## src/rtl/spram_access_ctrl.sv

```systemverilog
// spram_access_ctrl
//   Arbitrates read and write requests onto one external single-port RAM. The
//   RAM has a two-cycle read latency. Read data returns in request order through
//   a small response buffer. Reads are limited by credits so that every
//   in-flight read always has a free buffer slot.
//
//   Build option: define SPRAM_RR_ARB_EN to select round-robin arbitration when
//   both request types are valid. Without it, a write always wins and a read is
//   accepted only in cycles with wr_valid low.
//
// Ports
//   clk, rst              single clock, synchronous active-high reset
//   wr_valid/ready/addr/data   write request channel
//   rd_valid/ready/addr        read request channel
//   rsp_valid/ready/data       read response channel (in order)
//   ram_din/addr/wr_en         registered drive to the RAM
//   ram_dout                   RAM read data, valid 2 cycles after ram_addr
module spram_access_ctrl #(
  parameter  int DATA_WIDTH   = 8,
  parameter  int RAM_DEPTH    = 256,
  parameter  int RSP_DEPTH    = 4,
  localparam int LB_RAM_DEPTH = $clog2(RAM_DEPTH)
) (
  input  logic                    clk,
  input  logic                    rst,
  input  logic                    wr_valid,
  output logic                    wr_ready,
  input  logic [LB_RAM_DEPTH-1:0] wr_addr,
  input  logic [DATA_WIDTH-1:0]   wr_data,
  input  logic                    rd_valid,
  output logic                    rd_ready,
  input  logic [LB_RAM_DEPTH-1:0] rd_addr,
  output logic                    rsp_valid,
  input  logic                    rsp_ready,
  output logic [DATA_WIDTH-1:0]   rsp_data,
  output logic [DATA_WIDTH-1:0]   ram_din,
  output logic [LB_RAM_DEPTH-1:0] ram_addr,
  output logic                    ram_wr_en,
  input  logic [DATA_WIDTH-1:0]   ram_dout
);
  localparam int PW     = (RSP_DEPTH > 1) ? $clog2(RSP_DEPTH) : 1;
  localparam int CW     = $clog2(RSP_DEPTH + 1);
  localparam int STAGES = 3;

  logic [LB_RAM_DEPTH-1:0] ram_addr_q, ram_addr_d;
  logic [DATA_WIDTH-1:0]   ram_din_q, ram_din_d;
  logic                    ram_wr_en_q, ram_wr_en_d;
  logic [STAGES-1:0]       vld_pipe_q, vld_pipe_d;
  logic [CW-1:0]           credit_q, credit_d;
  logic [CW-1:0]           cnt_q, cnt_d;
  logic [PW-1:0]           rd_ptr_q, rd_ptr_d;
  logic [PW-1:0]           wr_ptr_q, wr_ptr_d;
  logic [RSP_DEPTH-1:0][DATA_WIDTH-1:0] buf_q, buf_d;

  logic rd_wins, rd_acc, wr_acc, push, pop;

`ifdef SPRAM_RR_ARB_EN
  // 1 = the last contended grant went to the read side.
  logic last_rd_q, last_rd_d;
  assign rd_wins = !last_rd_q;
`else
  assign rd_wins = 1'b0;
`endif

  // rd_ready already includes the arbitration result. Because of this, a
  // wr/rd handshake pair can never both complete in the same cycle.
  assign rd_ready  = !rst && (credit_q != CW'(RSP_DEPTH)) && (!wr_valid || rd_wins);
  assign rd_acc    = rd_valid && rd_ready;
  assign wr_ready  = !rst && !rd_acc;
  assign wr_acc    = wr_valid && wr_ready;

  assign rsp_valid = !rst && (cnt_q != '0);
  assign rsp_data  = buf_q[rd_ptr_q];
  assign push      = vld_pipe_q[STAGES-1];
  assign pop       = rsp_valid && rsp_ready;

  assign ram_addr  = ram_addr_q;
  assign ram_din   = ram_din_q;
  assign ram_wr_en = ram_wr_en_q;

  always_comb begin
    ram_addr_d  = ram_addr_q;
    ram_din_d   = ram_din_q;
    ram_wr_en_d = wr_acc;
    if (wr_acc) begin
      ram_addr_d = wr_addr;
      ram_din_d  = wr_data;
    end else if (rd_acc) begin
      ram_addr_d = rd_addr;
    end

    // The read tag arrives at the last stage on the edge where ram_dout
    // carries that read's data.
    vld_pipe_d = {vld_pipe_q[STAGES-2:0], rd_acc};

    // A credit is reserved when a read is accepted. It is released only when
    // the response is popped. Moving a read from in flight into the buffer
    // leaves the credit count unchanged.
    credit_d = credit_q + CW'(rd_acc) - CW'(pop);
    cnt_d    = cnt_q + CW'(push) - CW'(pop);

    buf_d    = buf_q;
    wr_ptr_d = wr_ptr_q;
    rd_ptr_d = rd_ptr_q;
    if (push) begin
      buf_d[wr_ptr_q] = ram_dout;
      wr_ptr_d = (wr_ptr_q == PW'(RSP_DEPTH - 1)) ? '0 : wr_ptr_q + 1'b1;
    end
    if (pop) begin
      rd_ptr_d = (rd_ptr_q == PW'(RSP_DEPTH - 1)) ? '0 : rd_ptr_q + 1'b1;
    end

`ifdef SPRAM_RR_ARB_EN
    last_rd_d = last_rd_q;
    if (wr_valid && rd_valid && (wr_acc || rd_acc)) last_rd_d = rd_acc;
`endif
  end

  always_ff @(posedge clk) begin
    if (rst) begin
      ram_addr_q  <= '0;
      ram_din_q   <= '0;
      ram_wr_en_q <= 1'b0;
      vld_pipe_q  <= '0;
      credit_q    <= '0;
      cnt_q       <= '0;
      rd_ptr_q    <= '0;
      wr_ptr_q    <= '0;
`ifdef SPRAM_RR_ARB_EN
      last_rd_q   <= 1'b0;
`endif
    end else begin
      ram_addr_q  <= ram_addr_d;
      ram_din_q   <= ram_din_d;
      ram_wr_en_q <= ram_wr_en_d;
      vld_pipe_q  <= vld_pipe_d;
      credit_q    <= credit_d;
      cnt_q       <= cnt_d;
      rd_ptr_q    <= rd_ptr_d;
      wr_ptr_q    <= wr_ptr_d;
`ifdef SPRAM_RR_ARB_EN
      last_rd_q   <= last_rd_d;
`endif
    end
  end

  // The buffer contents are qualified by cnt_q, so the buffer needs no reset.
  always_ff @(posedge clk) begin
    buf_q <= buf_d;
  end

endmodule

```

## config.mk

```make
export PLATFORM = sky130hd
export DESIGN_NAME = spram_access_ctrl
export DESIGN_NICKNAME = d
export VERILOG_FILES = /design/src/rtl/spram_access_ctrl.sv
export SDC_FILE = /design/constraint.sdc
export NUM_CORES = 1
export LEC_CHECK = 0
export BUFFER_PORTS_ARGS = -buffer_cell sky130_fd_sc_hd__buf_2
export CORE_MARGIN = 4
export CORE_UTILIZATION = 45
export DETAILED_ROUTE_END_ITERATION = 10
export PLACE_DENSITY = 0.69
export SYNTH_ARGS = -nofsm -noshare
export SYNTH_HDL_FRONTEND = slang
export SYNTH_SLANG_ARGS = --single-unit
export TNS_END_PERCENT = 20
```

## constraint.sdc

```tcl
create_clock -name clk -period 2.89 [get_ports clk]
set_input_delay 0.578 -clock clk [delete_from_list [all_inputs] [get_ports clk]]
set_output_delay 0.578 -clock clk [all_outputs]
set_load 0.005 [all_outputs]
```

Word level (Yosys, flattened, before mapping)
Cells that the tools add are included.

Register bits after elaboration: 62. Bits of input ports: 37. Output and inout port bits: 28. Logic and storage cells: 46.

$add $sub $neg: 6. $lt $le $gt $ge: 3. Eq/ne operators: 3. Muxes and demuxes: 9. Reduce and logical (&&, ||, !) cells: 13.

Operator list (number): $bwmux 32 (1); $mux 8 (4); $bmux 8 s2 (1); $demux 8 s2 (1); $logic_and 1x1->1 (8); $add 3x1->3 (2); $lt 2x3->1 const B (2); $sub 3x1->3 (2); $add 2x1->2 const B (2); $eq 2x2->1 const B (2); $mux 2 (2); $logic_not 1->1 (3); $ne 3x3->1 const B (1); $reduce_bool 3->1 (1); $ge 2x1->1 const B (1); $reduce_bool 2->1 (1).

Logic depth before layout (Yosys ltp)
Gate-level depths: netlist of the first run.

Depth in word-level cells: 8. Gate-level depth with buffers: 13. Gate-level depth less buffers: 11.

Worst setup path before layout of the first run
OpenSTA, ideal clock, no wires.

Kind: input port to flip-flop. Start: input port wr_valid. End: register credit_q[2]. Library setup time: 0.078 ns. Data arrival time: 2.407 ns. Required time: 2.812 ns. Path slack: 0.405 ns. Cell stages on the path: 13. Buffers on the path: 2. Path through: buf_6 > buf_6 > nor2_1 > and3_1 > inv_2 > ha_1 > inv_1 > ha_1 > inv_1 > fa_1 > xor2_1 > and2_1 > nor3_1.

Longest elaborated chain between the ends: 5.

Ends and longest elaborated chain: start: declaration (line 26) `input logic wr_valid,`; $logic_not 1->1 (line 67) `assign rd_ready = !rst && (credit_q != CW'(RSP_DEPTH)) && (!wr_valid || rd_wins);`; $logic_and 1x1->1 (line 67); $logic_and 1x1->1 (line 68) `assign rd_acc = rd_valid && rd_ready;`; $add 3x1->3 (line 99) `credit_d = credit_q + CW'(rd_acc) - CW'(pop);`; $sub 3x1->3 (line 99); end signal: assignment (line 137) `credit_q <= credit_d;`; end: declaration (line 49) `logic [CW-1:0] credit_q, credit_d;`.

Every way passes these cells. A chain may end at the register's enable or synchronous reset.

Worst setup path in the final report of the first run
Start: register credit_q[1]. End: register credit_q[2].

Longest elaborated chain between the ends: 6.

Ends and longest elaborated chain (line): $ne 3x3->1 (67); $logic_and 1x1->1 (2 in a row) (67); $logic_and 1x1->1 (68); $add 3x1->3 (*) (99); $sub 3x1->3 (*) (99).

Every way passes the cells marked *; elsewhere a longest branch is shown, timed or not.

==> flow_metrics.py, run 1 <==
metrics = {
    "clock_network": {
        "clockBufferDepth": 2,
        "clock_latency_ns": 0.32,
        "cts_setup_buffers": 0,
        "clock-root-buffer": "clkbuf_8",
        "cts_tree": "built",
        "cts.sinks": 62,
        "cts_hold_buf": 0,
        "htree_levels": 3,
        "cts-resized-gates": 0,
        "cts-buffers-inserted": 9,
        "clkTransAtPathRegs_ns": 0.06,
    },
    "worst_setup_path": {
        "r2r_setup_slack_ns": 0.51,
        "cp_max_fo": 5,
        "critical_path.max_stage_delay_ns": 0.43,
        "required_ns": 3.13,
        "crit_path_start_kind": "register",
        "slowest_stage": "or3b_4",
        "cp-end-kind": "register",
        "critical_path_class": "register to register",
        "cp_cell_sequence": "or3b_4, and3_1, inv_2, ha_1, inv_1, ha_1, inv_1, fa_1, xor2_1, and2_1, nor3_1",
        "arrival_ns": 2.62,
    },
    "global_routing": {
        "antenna_found_initial": 0,
        "grt_max_degree": 28,
        "grt_usage_pct": 14.4,
        "overflow": 0,
        "first_global_vias": 1669,
        "grt_pass1_wl_um": 8010,
    },
    "cells_and_area": {
        "ff_latch_area_um2": 1560,
        "final_area_um2": 3180,
        "drive_above_1_share_pct": 41.5,
        "multi_input_area_um2": 973,
        "fillerInstances": 512,
        "nets": 303,
        "syn_to_final_growth_pct": 20.5,
        "num_antenna_cells": 0,
    },
    "die": {
        "die_y_um": 84.6,
        "io_pins": 65,
        "die_area_um2": 7160,
        "core_area_um2": 5610,
        "num_rows": 27,
        "die-width_um": 84.6,
        "initial_core_util_pct": 47.1,
    },
    "detailed_routing": {
        "viasPerCell": 4.77,
        "drt_pre_antenna_iters": 4,
        "drt_iter0_drc": 40,
        "num_vias": 1584,
        "wl_met3_um": 325,
        "topRoutingLayerUsed": "met4",
        "wl_per_cell_um": 13.9,
        "wl_met1_um": 2010,
        "final_antenna_net_count": 0,
        "wl_um": 4600,
        "drc": 0,
        "dr_wl_met2_um": 2180,
    },
    "logic_synthesis": {
        "netlist_area_um2": 2640,
        "yosysTopAreaCell": "edfxtp_1",
        "synth_seq_cells": 62,
        "async_reset_ff_share_pct": 0,
        "synth_cell_types": 28,
        "yosysWarningCount": 0,
        "syn_avg_cell_area_um2": 14.3,
        "syn_nets": 233,
        "ys.flop_type": "edfxtp_1",
        "seq_area_frac_synth_pct": 59.1,
        "synth_area_leaders": "edfxtp_1, dfxtp_1, mux4_2",
        "synthCells": 185,
        "synth_top_area_share_pct": 36.4,
        "synth_edf_count": 32,
    },
    "sta": {
        "setup_violations": 0,
        "clock.fmax_mhz": 421,
        "worst_clock_skew_ns": 0.00718,
        "rsz0062_at_grt": "no",
        "finalHoldViolations": 0,
        "min_period_over_period_pct": 82.2,
        "period_minus_slack_ns": 2.38,
        "worst-slew-pin-transition_ns": 0.622,
        "tns_ns": 0,
        "finalMaxSlewViolations": 0,
        "slew_headroom_pct": 58.5,
        "hold_ws_ns": 0.446,
    },
    "power": {
        "ir_drop_mv": 0.286,
        "power_leakage_nw": 1.31,
        "total_power_mw": 2.12,
        "power_density_nw_per_um2": 667,
    },
    "run": {
        "max_cap_violations": 0,
    },
    "placement": {
        "dp_hpwl_um": 3440,
        "numPortBuffers": 64,
        "placed_area_um2": 3000,
        "gp_congestion": 0.689,
    },
    "worst_hold_path": {
        "hold_class": "register to register",
    },
    "status": {
        "status": "completed",
    },
}
stage by stage:
step | worst slack (ns) | utilization (%) | instances
CTS | 0.486 | 56.7 | 332
finish | 0.515 | 56.7 | 332
floorplan | 0.405 | - | 185
global route | 0.377 | 56.7 | 332
detailed placement | 0.358 | 53.5 | 316
global placement | 0.447 | 53.5 | 316
Yosys cell counts, types with 2 or more instances:
master     n
nor2b_1    8
mux4_2     8
clkbuf_8   2
mux2_2     8
nor2_1    26
xnor2_1    2
a211oi_2   8
buf_6      2
mux2i_1   10
and2_1     6
buf_2      2
ha_1       9
dfxtp_1   30
fa_1       2
edfxtp_1  32
mux2_1     2
inv_1      8
nor3_1    10
where the power goes:
group | total, mW | switching [mW] | leakage, nW | internal [mW]
sequential | 1.05 | 0.0668 | 0.535 | 0.985
combinational | 0.391 | 0.169 | 0.685 | 0.222
clock | 0.680 | 0.294 | 0.0864 | 0.386
per-layer routing:
metal,up-vias,GRT usage (%)
met5,-,0
met2,47,22.9
met3,6,5.10
met4,0,7.34
li1,804,-
met1,727,17.1
cells by family after synthesis:
group,after synthesis,synth area share [%]
xor+xnor,3,0.995
simple gates,56,11.4
compound gates,8,3.79
mux,28,14.9
buf+inv,17,3.98
fa+ha+maj,11,5.78
flops,62,59.1
placed cells by master (no fill, tap or decap), types with 9 or more instances in the layout:
cell / netlist / final
ha_1: 9 / 9
mux2i_1: 10 / 10
buf_2: 2 / 64
nor2_1: 26 / 26
edfxtp_1: 32 / 32
dfxtp_1: 30 / 30
clkbuf_8: 2 / 9
nor3_1: 10 / 10
critical path, delay by kind of cell (launching register included):
kind	cells	cell delay, ns
and+or+nand+nor	4	0.91
adders and majority gates	3	0.71
DFF	1	0.38
buffers and inverters	3	0.17
xor gates and xnor gates	1	0.16
state kept, by name (all words and copies together), names as in the netlist:
| name | count |
|---|---|
| buf_q | 32 |
| cnt_q | 3 |
| credit_q | 3 |
| ram_addr | 8 |
| ram_din | 8 |
| ram_wr_en | 1 |
| rd_ptr_q | 2 |
| vld_pipe_q | 3 |
| wr_ptr_q | 2 |
cell type report:
type	instances	share of cell area, %
clock buffers	10	4.01
clock inverters	6	1.65
inverters	9	1.06
multi-input cells	106	30.6
flip-flops and latches	62	49.1
well taps	72	2.83
repair buffers	67	10.8
final timing paths:
kind	end	cells after the start	from
setup / recovery	credit_q[2]$_SDFF_PP0_	11	credit_q[1]$_SDFF_PP0_
hold / removal	vld_pipe_q[1]$_SDFF_PP0_	1	vld_pipe_q[0]$_SDFF_PP0_
setup reg to reg	credit_q[2]$_SDFF_PP0_	11	credit_q[1]$_SDFF_PP0_
hold reg to reg	vld_pipe_q[1]$_SDFF_PP0_	1	vld_pipe_q[0]$_SDFF_PP0_
Power figures use the tool's default switching activity.
==> run 2: changes to the inputs <==
==> constraint.sdc (replaced) <==
create_clock -name clk -period 2.4 [get_ports clk]
set_input_delay 0.48 -clock clk [delete_from_list [all_inputs] [get_ports clk]]
set_output_delay 0.48 -clock clk [all_outputs]
set_load 0.005 [all_outputs]
==> run 2 against run 1 <==
Compared with the run above:
- utilization rose by 0.91 points
- highest routed layer unchanged
- cell count rose by 0.60%
- non-clock buffer count rose by 2
- critical path type unchanged
- clock power rose by 41%
==> flow_metrics.py, run 2 (synthesis results as in run 1) <==
metrics = {
    "sta": {
        "setup_violations": 0,
        "min_period_over_period_pct": 93.2,
        "worst-slew-pin-transition_ns": 0.493,
        "slew_headroom_pct": 67.0,
        "setup_slack_ns": 0.164,
        "tns_ns": 0,
        "worst_clock_skew_ns": 0.00326,
        "finalMaxSlewViolations": 0,
        "period_minus_slack_ns": 2.24,
        "clock.fmax_mhz": 447,
        "finalHoldViolations": 0,
        "rsz0062_at_grt": "no",
    },
    "worst_setup_path": {
        "worstReg2RegStart": "credit_q[2]$_SDFF_PP0_",
        "cp-startpoint": "credit_q[2]$_SDFF_PP0_",
        "critical_path_class": "register to register",
        "r2r-end": "credit_q[2]$_SDFF_PP0_",
        "endpoint": "credit_q[2]$_SDFF_PP0_",
        "cp-end-kind": "register",
        "cp_cell_sequence": "or3b_4, and3_4, inv_2, ha_1, inv_1, ha_1, inv_1, fa_2, xor2_1, and2_1, nor3_1",
        "slowest_stage": "or3b_4",
        "arrival_ns": 2.49,
        "rr_worst_depth": 11,
        "critical_path.max_stage_delay_ns": 0.39,
        "r2r_setup_slack_ns": 0.16,
        "required_ns": 2.65,
        "cp_max_fo": 3,
        "crit_path_start_kind": "register",
    },
    "die": {
        "core_area_um2": 5610,
        "num_rows": 27,
        "die-width_um": 84.6,
        "io_pins": 65,
        "die_area_um2": 7160,
        "die_y_um": 84.6,
        "initial_core_util_pct": 47.1,
    },
    "cells_and_area": {
        "syn_to_final_growth_pct": 22.5,
        "nets": 305,
        "drive_above_1_share_pct": 44.7,
        "top_register": "buf_q",
        "num_antenna_cells": 0,
        "layout_common_cells": "buf_2, edfxtp_1, dfxtp_1, nor2_1",
        "largest_reg_flops": 32,
        "ff_latch_area_um2": 1570,
        "fillerInstances": 492,
        "layout_commonest_cell": "buf_2",
        "multi_input_area_um2": 981,
    },
    "status": {
        "status": "completed",
    },
    "global_routing": {
        "overflow": 0,
        "grt_usage_pct": 14.6,
        "grt_max_degree": 28,
        "grt_pass1_wl_um": 8050,
        "first_global_vias": 1691,
        "antenna_found_initial": 0,
    },
    "detailed_routing": {
        "wl_per_cell_um": 14.5,
        "drc": 0,
        "drt_iter0_drc": 75,
        "num_vias": 1627,
        "wl_um": 4830,
        "viasPerCell": 4.87,
        "final_antenna_net_count": 0,
        "drt_pre_antenna_iters": 4,
    },
    "worst_hold_path": {
        "hold_depth": 1,
        "min-delay-start": "ram_dout[7]",
        "hold_class": "input pin to register",
    },
    "placement": {
        "numPortBuffers": 64,
        "pre_cts_slack_ns": 0.0545,
        "gp_congestion": 0.696,
        "dp_hpwl_um": 3470,
    },
    "run": {
        "max_cap_violations": 0,
    },
    "clock_network": {
        "clock-root-buffer": "clkbuf_8",
        "cts-buffers-inserted": 9,
        "clkTransAtPathRegs_ns": 0.06,
        "htree_levels": 3,
        "clock_latency_ns": 0.33,
        "cts_tree": "built",
        "cts.sinks": 62,
        "clockBufferDepth": 2,
    },
    "power": {
        "ir_drop_mv": 0.444,
        "power_leakage_nw": 1.33,
        "power_density_nw_per_um2": 844,
    },
}
run 2: cell type report:
cell class / instances / area share, %
clock buffer: 11 / 4.06
inverter: 9 / 1.04
clock inverter: 5 / 2.28
timing repair buffer: 69 / 11.1
sequential: 62 / 48.4
tap: 72 / 2.79
multi-input combinational: 106 / 30.3
run 2: how the worst min path moves through the flow:
stage          slack [ns]                  endpoint
3_3_place_gp         0.42  vld_pipe_q[1]$_SDFF_PP0_
2_1_floorplan        0.41  vld_pipe_q[1]$_SDFF_PP0_
5_1_grt              0.35        buf_q[2]$_DFFE_PP_
3_5_place_dp         0.43  vld_pipe_q[1]$_SDFF_PP0_
6_report             0.37       buf_q[23]$_DFFE_PP_
4_1_cts              0.35        buf_q[5]$_DFFE_PP_
run 2: power breakdown:
part,total (mW),internal (mW),switching (mW)
registers,1.26,1.19,0.0740
logic,0.506,0.282,0.224
clock network,0.957,0.578,0.379
run 2: critical path: cells and delay by family (launching register included):
family	cells	cell delay [ns]
and+or+nand+nor	4	0.84
adders and majority gates	3	0.67
DFF	1	0.35
xor gates and xnor gates	1	0.16
buffers and inverters	3	0.15
run 2: repair_timing:
action,CTS,global route
hold endpoints to repair,0,0
hold buffers,0,0
gates resized for setup,0,5
setup endpoints to repair,0,2
buffers inserted,0,0
run 2: routing by layer:
metal	routed length [um]	part of all wire (%)	track usage, %	vias to the layer above
li1	-	-	-	805
met2	2350	49	23.5	52
met1	1970	41	16.2	762
met5	0	0	0	-
met4	98	2.0	9.06	0
met3	415	8.6	5.79	8
run 2: stage by stage:
stage / utilization, % / instances / total power, mW / cell area (um2) / hold slack, ns
after floorplan: - / 185 / 1.62 / 2640 / 0.414
after global placement: 53.8 / 318 / 1.77 / 3020 / 0.420
after detailed placement: 53.8 / 318 / 1.79 / 3020 / 0.432
after CTS: 57.5 / 334 / 2.76 / 3220 / 0.351
after global routing: 57.7 / 334 / 2.89 / 3230 / 0.352
final: 57.7 / 334 / 2.73 / 3230 / 0.367
==> run 3: changes to the inputs <==
--- a/config.mk
+++ b/config.mk
@@ -10,6 +10,7 @@
 export CORE_UTILIZATION = 45
 export DETAILED_ROUTE_END_ITERATION = 10
 export PLACE_DENSITY = 0.69
+export SLEW_MARGIN = 40
 export SYNTH_ARGS = -nofsm -noshare
 export SYNTH_HDL_FRONTEND = slang
 export SYNTH_SLANG_ARGS = --single-unit
==> constraint.sdc (replaced) <==
create_clock -name clk -period 2.4 [get_ports clk]
set_input_delay 0.24 -clock clk [delete_from_list [all_inputs] [get_ports clk]]
set_output_delay 0.24 -clock clk [all_outputs]
set_load 0.005 [all_outputs]
==> run 3 against run 2 <==
Compared with the run above:
- count of clock-buffer cells in the layout is the same
- power decreased by 2.5%
- combinational power grew 4%
- maximum frequency decreased by 1.4%
- utilization shrank 0.29 points
- critical path depth did not move
- critical path type unchanged
==> flow_metrics.py, run 3 (synthesis results as in run 1) <==
metrics = {
    "placement": {
        "dp_hpwl_um": 3380,
        "placed_cells": 317,
        "numPortBuffers": 64,
        "gp_congestion": 0.697,
        "pre_cts_slack_ns": 0.0908,
    },
    "detailed_routing": {
        "wl_um": 4780,
        "drc": 0,
        "viasPerCell": 4.90,
        "wl_per_cell_um": 14.4,
        "drt_pre_antenna_iters": 4,
        "drt_iter0_drc": 43,
        "num_vias": 1631,
        "final_antenna_net_count": 0,
    },
    "worst_setup_path": {
        "arrival_ns": 2.48,
        "worstReg2RegStart": "credit_q[0]$_SDFF_PP0_",
        "critical_path_class": "register to register",
        "slowest_stage": "or3b_4",
        "cp-startpoint": "credit_q[0]$_SDFF_PP0_",
        "crit_path_start_kind": "register",
        "cp-end-kind": "register",
        "cp_cell_sequence": "or3b_4, and3_4, inv_2, ha_1, inv_1, ha_1, inv_1, fa_2, xor2_1, and2_1, nor3_2",
        "critical_path.max_stage_delay_ns": 0.38,
        "required_ns": 2.61,
        "cp_max_fo": 3,
    },
    "power": {
        "clkPwrFrac_pct": 33.0,
        "seqPwrFrac_pct": 47.3,
        "p_sw_mw": 0.704,
        "ir_drop_mv": 0.402,
        "swShare_pct": 26.5,
        "power_density_nw_per_um2": 827,
        "total_power_mw": 2.66,
        "p_int_mw": 1.96,
        "p_comb_share_pct": 19.7,
        "power_leakage_nw": 1.31,
    },
    "global_routing": {
        "antenna_found_initial": 0,
        "grt_max_degree": 28,
        "grt_usage_pct": 14.3,
        "grt_pass1_wl_um": 7950,
        "first_global_vias": 1708,
        "overflow": 0,
    },
    "sta": {
        "finalMaxSlewViolations": 0,
        "period_minus_slack_ns": 2.27,
        "worst-slew-pin-transition_ns": 0.633,
        "min_period_over_period_pct": 94.5,
        "rsz0062_at_grt": "no",
        "setup_violations": 0,
        "slew_headroom_pct": 57.7,
        "tns_ns": 0,
        "clock.fmax_mhz": 441,
        "setup_slack_ns": 0.132,
        "finalHoldViolations": 0,
        "worst_clock_skew_ns": 0.00875,
    },
    "die": {
        "die_y_um": 84.6,
        "initial_core_util_pct": 47.1,
        "core_area_um2": 5610,
        "num_rows": 27,
        "io_pins": 65,
        "die-width_um": 84.6,
        "die_area_um2": 7160,
    },
    "cells_and_area": {
        "nets": 304,
        "fillerInstances": 478,
        "drive_above_1_share_pct": 44.4,
        "num_antenna_cells": 0,
        "largest_reg_flops": 32,
        "final_util_pct": 57.4,
        "syn_to_final_growth_pct": 21.8,
        "layout_common_cells": "buf_2, edfxtp_1, dfxtp_1, nor2_1, mux2i_1",
        "top_register": "buf_q",
        "layout.cells.non_filler": 333,
        "layout_commonest_cell": "buf_2",
    },
    "clock_network": {
        "cts_tree": "built",
        "cts-buffers-inserted": 9,
        "cts.sinks": 62,
        "cts_setup_buffers": 0,
        "clockBufferDepth": 2,
        "clkTransAtPathRegs_ns": 0.07,
        "clock-root-buffer": "clkbuf_8",
        "clock_latency_ns": 0.34,
        "htree_levels": 3,
    },
    "worst_hold_path": {
        "hold_class": "input pin to register",
        "min-delay-start": "ram_dout[7]",
    },
    "status": {
        "status": "completed",
    },
    "run": {
        "max_cap_violations": 0,
    },
}
==> run 3: changes by cell type in the layout (fill, tap and decap cells not counted) <==
cell	before	now
clkinvlp_4	0	4
dfxtp_2	3	0
clkinv_2	2	0
dfxtp_1	27	29
buf_4	5	4
bufinv_16	2	1
clkinv_1	1	0
dfxtp_4	0	1
nor3_1	10	9
nor3_2	0	1
==> run 3: layer usage <==
metal | part of all wire [%] | vias up | track usage, % | wire length [um]
met2 | 49 | 46 | 22.9 | 2360
met1 | 42 | 775 | 17.1 | 1990
met4 | 2.2 | 0 | 7.77 | 106
met3 | 6.9 | 10 | 4.71 | 328
met5 | 0 | - | 0 | 0
li1 | - | 800 | - | -
==> run 3: metrics by stage <==
stage | hold slack (ns) | area, um2
floorplan | 0.339 | 2640
global placement | 0.420 | 3010
detailed placement | 0.431 | 3010
CTS | 0.102 | 3200
global route | 0.109 | 3220
finish | 0.115 | 3220
==> run 3: area by class of cell <==
type,count,area [um2],area share (%)
sequential,62,1570,48.7
multi-input combinational,106,986,30.6
timing repair buffer,68,350,10.9
clock buffer,11,131,4.08
tap,72,90.1,2.80
clock inverter,5,60.1,1.87
inverter,9,33.8,1.05
==> run 3: final timing paths <==
kind / to / slack [ns] / depth (start not counted)
hold reg to reg: vld_pipe_q[1]$_SDFF_PP0_ / 0.44 / 1
hold / removal: buf_q[23]$_DFFE_PP_ / 0.11 / 1
setup / recovery: credit_q[2]$_SDFF_PP0_ / 0.13 / 11
setup reg to reg: credit_q[2]$_SDFF_PP0_ / 0.13 / 11
==> run 3: power groups by stage <==
| stage | registers [mW] | clock network [mW] | logic (mW) |
|---|---|---|---|
| after global placement | 1.28 | 0 | 0.501 |
| after floorplan | 1.25 | 0 | 0.368 |
| final | 1.26 | 0.877 | 0.524 |
| after global routing | 1.27 | 0.960 | 0.589 |
| after CTS | 1.26 | 0.898 | 0.522 |
| after detailed placement | 1.28 | 0 | 0.513 |
==> run 3: critical path, delay by kind of cell, from the launching register on <==
family	cells	cell delay, ns
AND/OR/NAND/NOR	4	0.78
adder cells (fa/ha/maj)	3	0.67
flip-flops	1	0.36
XOR/XNOR	1	0.20
buffers and inverters	3	0.14
==> run 3: timing repair <==
| action | in CTS | in global routing |
|---|---|---|
| setup endpoints to repair | 0 | 1 |
| hold buffers | 0 | 0 |
| gates resized for setup | 0 | 5 |
